File: src/rtl/stack_spill_cache_pkg.sv
// Shared constants for the spill-cached stack: FSM state encodings and op decode.
package stack_spill_cache_pkg;

  typedef logic [1:0] state_t;
  localparam state_t IDLE  = 2'd0;
  localparam state_t SPILL = 2'd1;
  localparam state_t FILL  = 2'd2;

  typedef logic [1:0] op_t;
  localparam op_t OP_NONE    = 2'd0;
  localparam op_t OP_PUSH    = 2'd1;
  localparam op_t OP_POP     = 2'd2;
  localparam op_t OP_REPLACE = 2'd3;

  // change & ~dec & ~update is deliberately a no-op.
  function automatic op_t decode_op(input logic change, input logic dec, input logic update);
    if (change && dec)     return OP_POP;
    if (change && update)  return OP_PUSH;
    if (!change && update) return OP_REPLACE;
    return OP_NONE;
  endfunction

endpackage

File: src/rtl/stack_spill_cache_if.sv
// Single-port spill memory handshake: the stack is master, the memory is slave.
interface stack_spill_cache_if #(
  parameter int WIDTH  = 16,
  parameter int MEM_AW = 8
);
  logic              mem_req;
  logic              mem_we;
  logic [MEM_AW-1:0] mem_addr;
  logic [WIDTH-1:0]  mem_wdata;
  logic [WIDTH-1:0]  mem_rdata;
  logic              mem_ack;

  modport master (output mem_req, mem_we, mem_addr, mem_wdata, input mem_rdata, mem_ack);
  modport slave  (input mem_req, mem_we, mem_addr, mem_wdata, output mem_rdata, mem_ack);
endinterface

File: src/rtl/stack_cache_ring.sv
// Circular register file holding the newest CACHE_DEPTH stack entries.
module stack_cache_ring #(
  parameter int WIDTH       = 16,
  parameter int CACHE_DEPTH = 4,
  localparam int PW         = $clog2(CACHE_DEPTH),
  localparam int CNT_W      = PW + 1
) (
  input  logic             clk,
  input  logic             reset,
  input  logic             push,
  input  logic             pop,
  input  logic             replace,
  input  logic             fill_bottom,
  input  logic             drop_oldest,
  input  logic [WIDTH-1:0] d,
  input  logic [WIDTH-1:0] fill_data,
  output logic [WIDTH-1:0] top,
  output logic [WIDTH-1:0] oldest,
  output logic [CNT_W-1:0] cnt
);

  logic [WIDTH-1:0] ring [CACHE_DEPTH];
  logic [PW-1:0]    head;

  // NOTE: the data array has no reset; cnt==0 marks every slot invalid, so
  // clearing it would only cost flops/muxes without changing behaviour.
  always_ff @(posedge clk) begin
    if (push)             ring[head + PW'(1)] <= d;
    else if (replace)     ring[head]          <= d;
    else if (fill_bottom) ring[head - PW'(cnt)] <= fill_data;
  end

  always_ff @(posedge clk) begin
    if (reset) begin
      head <= '0;
      cnt  <= '0;
    end else if (push) begin
      head <= head + PW'(1);
      cnt  <= cnt + CNT_W'(1);
    end else if (pop) begin
      head <= head - PW'(1);
      cnt  <= cnt - CNT_W'(1);
    end else if (fill_bottom) begin
      cnt  <= cnt + CNT_W'(1);
    end else if (drop_oldest) begin
      cnt  <= cnt - CNT_W'(1);
    end
  end

  assign top    = (cnt == '0) ? '0 : ring[head];
  assign oldest = ring[head - PW'(cnt - CNT_W'(1))];

endmodule

File: src/rtl/stack_spill_cache.sv
// Stack with a register-ring cache that spills/fills its oldest entries to external memory.
module stack_spill_cache
  import stack_spill_cache_pkg::*;
#(
  parameter int WIDTH       = 16,
  parameter int CACHE_DEPTH = 4,
  parameter int MEM_DEPTH   = 256,
  parameter int MEM_AW      = $clog2(MEM_DEPTH),
  parameter int DEPTH_W     = $clog2(CACHE_DEPTH + MEM_DEPTH + 1)
) (
  input  logic               clk,
  input  logic               reset,
  input  logic [WIDTH-1:0]   D,
  input  logic               dec,
  input  logic               change,
  input  logic               update,
  input  logic               clear_err,
  output logic [WIDTH-1:0]   Q,
  output logic               stall,
  output logic [DEPTH_W-1:0] depth,
  output logic               overflow,
  output logic               underflow,
  stack_spill_cache_if.master mem_bus
);

  localparam int CNT_W = $clog2(CACHE_DEPTH) + 1;
  localparam int SP_W  = MEM_AW + 1;

  state_t            state;
  op_t               op;
  logic [CNT_W-1:0]  cache_cnt;
  logic [SP_W-1:0]   spilled;
  logic [SP_W-1:0]   spilled_m1;
  logic [WIDTH-1:0]  oldest;
  logic              is_push, is_pop, is_replace;
  logic              cache_full, stack_full, stack_empty;
  logic              need_spill, need_fill, accept;
  logic              req_q, we_q;
  logic [MEM_AW-1:0] addr_q;
  logic [WIDTH-1:0]  wdata_q;

  assign op          = decode_op(change, dec, update);
  assign is_push     = (op == OP_PUSH);
  assign is_pop      = (op == OP_POP);
  assign is_replace  = (op == OP_REPLACE);
  assign spilled_m1  = spilled - SP_W'(1);

  // cache_cnt is never 0 while anything is spilled, so it alone decides emptiness.
  assign cache_full  = (cache_cnt == CNT_W'(CACHE_DEPTH));
  assign stack_full  = cache_full && (spilled == SP_W'(MEM_DEPTH));
  assign stack_empty = (cache_cnt == '0);
  assign need_spill  = is_push && cache_full && (spilled < SP_W'(MEM_DEPTH));
  assign need_fill   = is_pop && (cache_cnt == CNT_W'(1)) && (spilled != '0);
  assign stall       = (state != IDLE) || need_spill || need_fill;
  assign accept      = !stall;

  stack_cache_ring #(
    .WIDTH      (WIDTH),
    .CACHE_DEPTH(CACHE_DEPTH)
  ) u_ring (
    .clk        (clk),
    .reset      (reset),
    .push       (accept && is_push && !stack_full),
    .pop        (accept && is_pop && !stack_empty),
    .replace    (accept && is_replace && !stack_empty),
    .fill_bottom(state == FILL && mem_bus.mem_ack),
    .drop_oldest(state == SPILL && mem_bus.mem_ack),
    .d          (D),
    .fill_data  (mem_bus.mem_rdata),
    .top        (Q),
    .oldest     (oldest),
    .cnt        (cache_cnt)
  );

  // A new error in the same cycle as clear_err wins, so the flag stays set.
  always_ff @(posedge clk) begin
    if (reset) begin
      overflow  <= 1'b0;
      underflow <= 1'b0;
    end else begin
      overflow  <= (overflow && !clear_err) || (accept && is_push && stack_full);
      underflow <= (underflow && !clear_err) ||
                   (accept && (is_pop || is_replace) && stack_empty);
    end
  end

  always_ff @(posedge clk) begin
    if (reset) begin
      state   <= IDLE;
      spilled <= '0;
      req_q   <= 1'b0;
      we_q    <= 1'b0;
      addr_q  <= '0;
      wdata_q <= '0;
    end else begin
      case (state)
        IDLE: begin
          if (need_spill) begin
            state   <= SPILL;
            req_q   <= 1'b1;
            we_q    <= 1'b1;
            addr_q  <= spilled[MEM_AW-1:0];
            wdata_q <= oldest;
          end else if (need_fill) begin
            state   <= FILL;
            req_q   <= 1'b1;
            we_q    <= 1'b0;
            addr_q  <= spilled_m1[MEM_AW-1:0];
          end
        end
        SPILL: if (mem_bus.mem_ack) begin
          state   <= IDLE;
          req_q   <= 1'b0;
          we_q    <= 1'b0;
          spilled <= spilled + SP_W'(1);
        end
        FILL: if (mem_bus.mem_ack) begin
          state   <= IDLE;
          req_q   <= 1'b0;
          spilled <= spilled_m1;
        end
        default: begin
          state <= IDLE;
          req_q <= 1'b0;
        end
      endcase
    end
  end

  assign depth             = DEPTH_W'(cache_cnt) + DEPTH_W'(spilled);
  assign mem_bus.mem_req   = req_q;
  assign mem_bus.mem_we    = we_q;
  assign mem_bus.mem_addr  = addr_q;
  assign mem_bus.mem_wdata = wdata_q;

endmodule

File: src/flat_wrapper.sv
// flat-port wrapper written by rule: the top's interface ports become plain ports
module stack_spill_cache_flat import stack_spill_cache_pkg::*;
#(
  parameter int WIDTH       = 16,
  parameter int CACHE_DEPTH = 4,
  parameter int MEM_DEPTH   = 256,
  parameter int MEM_AW      = $clog2(MEM_DEPTH),
  parameter int DEPTH_W     = $clog2(CACHE_DEPTH + MEM_DEPTH + 1)
)
  (clk, reset, D, dec, change, update, clear_err, Q, stall, depth, overflow, underflow, mem_bus_mem_req, mem_bus_mem_we, mem_bus_mem_addr, mem_bus_mem_wdata, mem_bus_mem_rdata, mem_bus_mem_ack);
  stack_spill_cache_if #(.WIDTH(WIDTH), .MEM_AW(MEM_AW)) mem_bus_i ();
  input  logic clk;
  input  logic reset;
  input  logic [WIDTH-1:0] D;
  input  logic dec;
  input  logic change;
  input  logic update;
  input  logic clear_err;
  output logic [WIDTH-1:0] Q;
  output logic stall;
  output logic [DEPTH_W-1:0] depth;
  output logic overflow;
  output logic underflow;
  output wire logic [$bits(mem_bus_i.mem_req)-1:0] mem_bus_mem_req;
  output wire logic [$bits(mem_bus_i.mem_we)-1:0] mem_bus_mem_we;
  output wire logic [$bits(mem_bus_i.mem_addr)-1:0] mem_bus_mem_addr;
  output wire logic [$bits(mem_bus_i.mem_wdata)-1:0] mem_bus_mem_wdata;
  input wire logic [$bits(mem_bus_i.mem_rdata)-1:0] mem_bus_mem_rdata;
  input wire logic [$bits(mem_bus_i.mem_ack)-1:0] mem_bus_mem_ack;
  assign mem_bus_mem_req = mem_bus_i.mem_req;
  assign mem_bus_mem_we = mem_bus_i.mem_we;
  assign mem_bus_mem_addr = mem_bus_i.mem_addr;
  assign mem_bus_mem_wdata = mem_bus_i.mem_wdata;
  assign mem_bus_i.mem_rdata = mem_bus_mem_rdata;
  assign mem_bus_i.mem_ack = mem_bus_mem_ack;
  stack_spill_cache #(.WIDTH(WIDTH), .CACHE_DEPTH(CACHE_DEPTH), .MEM_DEPTH(MEM_DEPTH), .MEM_AW(MEM_AW), .DEPTH_W(DEPTH_W)) u_core (.clk(clk), .reset(reset), .D(D), .dec(dec), .change(change), .update(update), .clear_err(clear_err), .Q(Q), .stall(stall), .depth(depth), .overflow(overflow), .underflow(underflow), .mem_bus(mem_bus_i));
endmodule
File: config.mk
export PLATFORM = sky130hd
export DESIGN_NAME = stack_spill_cache_flat
export DESIGN_NICKNAME = d
export VERILOG_FILES = /design/src/rtl/stack_spill_cache_pkg.sv /design/src/rtl/stack_spill_cache_if.sv /design/src/rtl/stack_cache_ring.sv /design/src/rtl/stack_spill_cache.sv /design/src/flat_wrapper.sv
export SDC_FILE = /design/constraint.sdc
export NUM_CORES = 1
export LEC_CHECK = 0
export CAP_MARGIN = 20
export CORE_UTILIZATION = 40
export CTS_CLUSTER_SIZE = 12
export DETAILED_ROUTE_END_ITERATION = 10
export HOLD_SLACK_MARGIN = 0.05
export PLACE_DENSITY_LB_ADDON = 0.08
export SYNTH_ARGS = -nofsm -noshare
export SYNTH_HDL_FRONTEND = slang
export SYNTH_HIERARCHICAL = 1
export SYNTH_SLANG_ARGS = --single-unit
File: constraint.sdc
create_clock -name clk -period 4.58 [get_ports clk]
set_input_delay 0.458 -clock clk [delete_from_list [all_inputs] [get_ports clk]]
set_output_delay 0.458 -clock clk [all_outputs]
set_load 0.1 [all_outputs]
Word-level counts from Yosys, hierarchy flattened
Memory sizes are Yosys's and may differ from the RTL's. A register that Yosys moved wholly into a read port is not among the register bits.
Cells that the tools add are included.
{ "totals": {"reg_bits": 28, "ramBits": 64, "in_bits": 39, "output_inout_bits": 54, "word_cells": 132, "n_memories": 1} }
{ "mem_list": {"columns": ["name", "depth", "word_bits", "read_ports", "rd_clocked_by_memory_dff", "wr", "line", "rtl"], "rows": [
  ["u_core.u_ring.ring", 4, 16, 2, 2, 1, "stack_cache_ring.sv:22", "logic [WIDTH-1:0] ring [CACHE_DEPTH];"]
]} }
{ "classes": {"n_addsub": 9, "order_cmp": 1, "eq_ne": 12, "muxes": 52, "reduce_logical": 48} }
{ "op_table": {"columns": ["operator", "n"], "rows": [
  ["16-bit 2-to-1 mux", 3],
  ["16-bit OR reduction", 2],
  ["2-bit 2-to-1 mux", 15],
  ["1-bit 2-to-1 mux", 22],
  ["1-bit logical AND", 21],
  ["9-bit 2-to-1 mux", 2],
  ["9-bit one-hot mux with 2 select lines", 1],
  ["8-bit 2-to-1 mux", 2],
  ["3-bit 2-to-1 mux", 4],
  ["2-bit nonzero test", 5],
  ["3-bit by 9-bit adder with 9-bit output", 1],
  ["9-bit by 1-bit adder with 9-bit output, second input constant", 1],
  ["9-bit equality test, second input constant", 1],
  ["9-bit less-than comparator, second input constant", 1],
  ["9-bit nonzero test", 1],
  ["9-bit by 1-bit subtractor with 9-bit output, second input constant", 1],
  ["2-bit equality test, second input constant", 3],
  ["2-bit AND reduction", 3],
  ["3-bit AND reduction", 2],
  ["1-bit logical NOT", 5],
  ["1-bit logical OR", 5],
  ["2-bit by 1-bit equality test with 1-bit output, second input constant", 2],
  ["2-bit != test, second input constant", 2],
  ["1-bit one-hot mux with 2 select lines", 2],
  ["other kinds (14)", 15]
]} }

Logic depth before layout (Yosys ltp)
{ "depth": {"ltp_word": 22, "mapped_depth": 10, "ltp_nobuf": 10} }

Hierarchy
Netlist, hierarchy kept.
{ "modules_own_cells": {"columns": ["module", "instances", "cells_each", "area_each_um2", "seq_area_each_um2"], "rows": [
  ["stack_cache_ring", 1, 197, 3570.9, 2062.0],
  ["stack_spill_cache", 1, 285, 2267.2, 780.7]
]} }

Worst setup path before layout
No wires, ideal clock.
{ "synth_path": {"path_type": "register -> register", "start": "register u_core.spilled[6]", "end": "memory u_core.u_ring.ring[2][0], enable pin", "setup_time_ps": 388, "arrival_ps": 3041, "required_ps": 4192, "slack_ps": 1150, "stages_incl_launch_ff": 11, "n_path_buf": 1, "synth_period_minus_slack_ps": 3430, "cell_sequence": "dfxtp_1 > buf_6 > nor4_4 > nand4b_4 > nand2_1 > nand2_1 > nor4_1 > o21bai_1 > a22oi_2 > xor2_1 > nor2_1"} }
{ "synth_via": {"elab_chain_cells": 13, "elab_cells_between_ends": 28, "cone_classes": "order compare: 1; eq/ne: 1; mux: 12; reduce/logical: 14"} }
{ "synth_lines": {"columns": ["element", "line", "rtl"], "rows": [
  ["start: declaration", "stack_spill_cache.sv:32", "logic [SP_W-1:0] spilled;"],
  ["start signal: assignment", "stack_spill_cache.sv:115", "spilled <= spilled + SP_W'(1);"],
  ["start signal: assignment", "stack_spill_cache.sv:120", "spilled <= spilled_m1;"],
  ["9-bit less-than comparator", "stack_spill_cache.sv:52", "assign need_spill = is_push && cache_full && (spilled < SP_W'(MEM_DEPTH));"],
  ["1-bit logical AND", "stack_spill_cache.sv:52", null],
  ["1-bit logical OR (2 in series)", "stack_spill_cache.sv:54", "assign stall = (state != IDLE) || need_spill || need_fill;"],
  ["1-bit logical NOT", "stack_spill_cache.sv:55", "assign accept = !stall;"],
  ["1-bit logical AND (2 in series)", "stack_spill_cache.sv:65", ".replace (accept && is_replace && !stack_empty),"],
  ["1-bit 2-to-1 mux", "stack_cache_ring.sv:29", "else if (replace) ring[head] <= d;"],
  ["1-bit 2-to-1 mux", "stack_cache_ring.sv:28", "if (push) ring[head + PW'(1)] <= d;"],
  ["1-bit 2-to-1 mux (not written as such)", "stack_cache_ring.sv:29", null],
  ["16-bit OR reduction (no line)", null, null],
  ["2-bit 2-to-1 mux (no line) or 1-bit 2-to-1 mux (tied branches) (2 in series)", null, null],
  ["end: declaration", "stack_cache_ring.sv:22", null]
]} }
Several ways; a longest one is shown, not always the timed one.

==> flow_summary.json <==
{
  "status": "completed",
  "htreeDepth": 3,
  "path_class": "flop to primary output",
  "cpPeakStageDelay_ns": 0.98,
  "syn_avg_cell_area_um2": 12.1,
  "initial_core_util": 0.416,
  "drive_gt1_frac": 0.138,
  "dieArea_mm2": 0.0151,
  "gr-total-overflow": 0,
  "io_buffers": 92,
  "syn_inst": 482,
  "finalWeightedCongestion": 0.832,
  "die_h_um": 123,
  "synth.distinct_cells": 64,
  "synthTopCellsByArea": "edfxtp_1 (33%), dfxtp_1 (16%), mux4_1 (7.2%), mux4_2 (6.2%), nand2_1 (3.6%)",
  "final_util": 0.513,
  "io_pins": 93,
  "critPathMaxFanout": 10,
  "post-cts-setup-buffer-count": 0,
  "hold_buffers": 0,
  "dp_cells": 737,
  "synthAdderAreaFrac": 0.0334,
  "r2r_start": "u_core/spilled[6]",
  "worst-path-buf-inv": 2,
  "leakagePower_nw": 2.53,
  "synth.area.mux_share": 0.175,
  "synth-xor-area-share": 0.0386,
  "min-delay-start": "u_core/mem_bus.mem_wdata[14]",
  "core_area_mm2": 0.0140,
  "synth_area_leader_cell": "edfxtp_1",
  "clockBufferDepth": 2,
  "relSlewSlack": 0.308,
  "syn_area_mm2": 0.00584,
  "ys_warn_count": 6,
  "period_share": 0.784,
  "drtIter0Drc": 284,
  "fmax_ghz": 0.278,
  "fin_ws_ns": 0.987,
  "post_cts_resized": 0,
  "power_density_mw_per_mm2": 346,
  "synth_top_family_by_area": "multiplexers",
  "cp_slowest_cell": "clkdlybuf4s50_1",
  "dp_hpwl_um": 9840,
  "ys_seq_area_frac": 0.487,
  "grt_max_degree": 46,
  "vias": 4188,
  "grt_use_total": 0.197,
  "synth-seq-cells": 110,
  "clock-sinks": 110,
  "ant_nets": 0,
  "total_power_mw": 2.49,
  "clk_pin_slew_worst_paths_ns": 0.08,
  "rows": 43,
  "wl_per_cell_um": 18.5,
  "placed_cell_area_mm2": 0.00692,
  "area_delta_synth_final_pct": 23.4,
  "cp-start-kind": "flop",
  "cts_tree": "yes",
  "endpoint_kind": "primary output",
  "worstRegToRegCells": 11,
  "drv_cap": 0,
  "hp-class": "flop to flop",
  "rsz0062_at_grt": "no",
  "synth_top_area_frac": 0.329,
  "setup_viol": 0,
  "cts_buffers": 9,
  "synth-edff-count": 64,
  "whs_path_depth": 2,
  "grt_pass1_vias": 4133,
  "min_period_ns": 3.59,
  "finalHoldViolations": 0,
  "first_pass_iters": 5,
  "antenna_found_initial": 0,
  "tightest_slew_ns": 1.03,
  "n_antenna_cell": 0,
  "async_flop_share": 0,
  "fin_skew_ns": 0.00930,
  "final_area_mm2": 0.00720,
  "final.setup.tns_ns": 0,
  "synth-compound-area-share": 0.0840,
  "final-max-slew-violation-count": 0,
  "synth_nets": 536,
  "cp_top_family": "buffers and inverters",
  "fp.dieW_um": 123,
  "crit_required_ns": 4.12,
  "stdcell_count": 754,
  "routed_wl_um": 14000,
  "reg2reg_slack_ns": 1.31,
  "drc": 0,
  "arrival_ns": 3.13,
  "synth-main-ff-cell": "edfxtp_1",
  "r2r-end": "u_core/u_ring/ring[3][9]",
  "ir_worst_vdd_mv": 0.260,
  "clock_latency_ns": 0.36,
  "final_nets": 623,
  "synthSimpleGateAreaFrac": 0.146,
  "dp_worst_setup_slack_ns": 0.779,
  "viasPerCell": 5.55,
  "cts_root_buf": "clkbuf_16",
  "hold_ws_ns": 0.458,
  "path_cells": "buf_4 > mux4_2 > nor2b_1 > clkdlybuf4s50_1",
  "hold-path-endpoint": "u_core/mem_bus.mem_wdata[14]",
  "fillers": 1250,
  "grt_pass1_wl_um": 22000
}
## worst max-delay path by stage
stage               cells past startpoint                        end  slack [ns]              start
global placement                       11   u_core/u_ring/ring[3][9]        0.84             change
global route                            4                       Q[8]        0.80               flop
detailed placement                     11  u_core/u_ring/ring[3][11]        0.78             change
CTS                                    10   u_core/u_ring/ring[0][9]        0.87  u_core/spilled[6]
floorplan                              10   u_core/u_ring/ring[2][0]        1.15  u_core/spilled[6]
finish                                  4                       Q[8]        0.99               flop
## cell usage after synthesis (all sizes together) (3+ instances only)
cell type and instances:
nor3 8, nor4b 3, nand3 8, ha 14, edfxtp 64, and2 3
buf 16, mux2i 5, a211oi 6, mux2 17, and3 4, a21oi 39
mux4 32, xnor2 7, xor2 17, nor2b 22, dfxtp 46, nand2 56
clkbuf 13, nor3b 5, o21ai 5, nand4 3, inv 14, a31oi 4
nor2 32, a2111oi 3
## worst reg2reg max path, cell delays in order (launching register included)
cell and delay [ns]:
dfxtp_1 0.43, nor4_4 0.43, nand4b_4 0.18, nand2_1 0.14, nand2_1 0.08, nor4_1 0.30, buf_2 0.24, o21bai_1 0.10
a22oi_2 0.27, xor2_1 0.15, nor2_2 0.36, buf_4 0.29
## cells by family after synthesis
| kind of cell | after synthesis |
|---|---|
| multiplexers | 54 |
| adder cells (fa/ha/maj) | 15 |
| flip-flops | 110 |
| XOR/XNOR | 24 |
| AND/OR/NAND/NOR | 161 |
| buffers and inverters | 43 |
| AO/OA/AOI/OAI | 75 |
## metal layers
metal	routed length (um)	part of all wire	global-route usage	vias to the layer above
li1	-	-	-	1970
met1	6410	0.46	0.269	2062
met2	6630	0.47	0.313	143
met3	762	0.055	0.0502	13
met4	150	0.011	0.0488	0
met5	0	0	0	-
## final cells by class
class / count / area [um^2] / area share
Clock buffer: 9 / 225 / 0.0313
Timing Repair Buffer: 105 / 1010 / 0.140
Sequential cell: 110 / 2840 / 0.395
Tap cell: 180 / 225 / 0.0313
Inverter: 14 / 52.6 / 0.00730
Clock inverter: 7 / 57.6 / 0.00799
Multi-Input combinational cell: 329 / 2790 / 0.388
## state kept, by name, summed over array words and instances, names as in the netlist, named ones only
name / count
u_core/u_ring/ring: 64
u_core/mem_bus.mem_wdata: 16
u_core/spilled: 9
u_core/mem_bus.mem_addr: 8
u_core/u_ring/cnt: 3
u_core/state: 2
u_core/u_ring/head: 2
u_core/mem_bus.mem_req: 1
u_core/mem_bus.mem_we: 1
u_core/overflow: 1
u_core/underflow: 1
## report_power, final
part	total [mW]	internal [mW]	switching (mW)
Combinational	0.635	0.239	0.396
Clock	0.742	0.376	0.366
Sequential	1.12	1.08	0.0363
Total	2.49	1.69	0.799
## cell usage in the layout, fill, tap and decap left out, types with 3 or more instances in the layout
| master | instances |
|---|---|
| clkdlybuf4s50_1 | 89 |
| edfxtp_1 | 64 |
| nand2_1 | 56 |
| dfxtp_1 | 46 |
| a21oi_1 | 39 |
| nor2_1 | 28 |
| nor2b_1 | 22 |
| mux2_2 | 17 |
| xor2_1 | 16 |
| mux4_1 | 16 |
| mux4_2 | 16 |
| buf_4 | 14 |
| inv_1 | 14 |
| ha_1 | 14 |
| clkbuf_16 | 9 |
| nand3_1 | 8 |
| nor3_1 | 8 |
| xnor2_1 | 6 |
| a211oi_1 | 6 |
| o21ai_0 | 5 |
| mux2i_1 | 5 |
| nor3b_1 | 4 |
| and3_1 | 4 |
| nor2_2 | 4 |
| clkinvlp_4 | 3 |
| and2_1 | 3 |
| nand4_1 | 3 |
| a2111oi_0 | 3 |
| a31oi_1 | 3 |
Note: power is estimated with default switching activity, not from simulation.
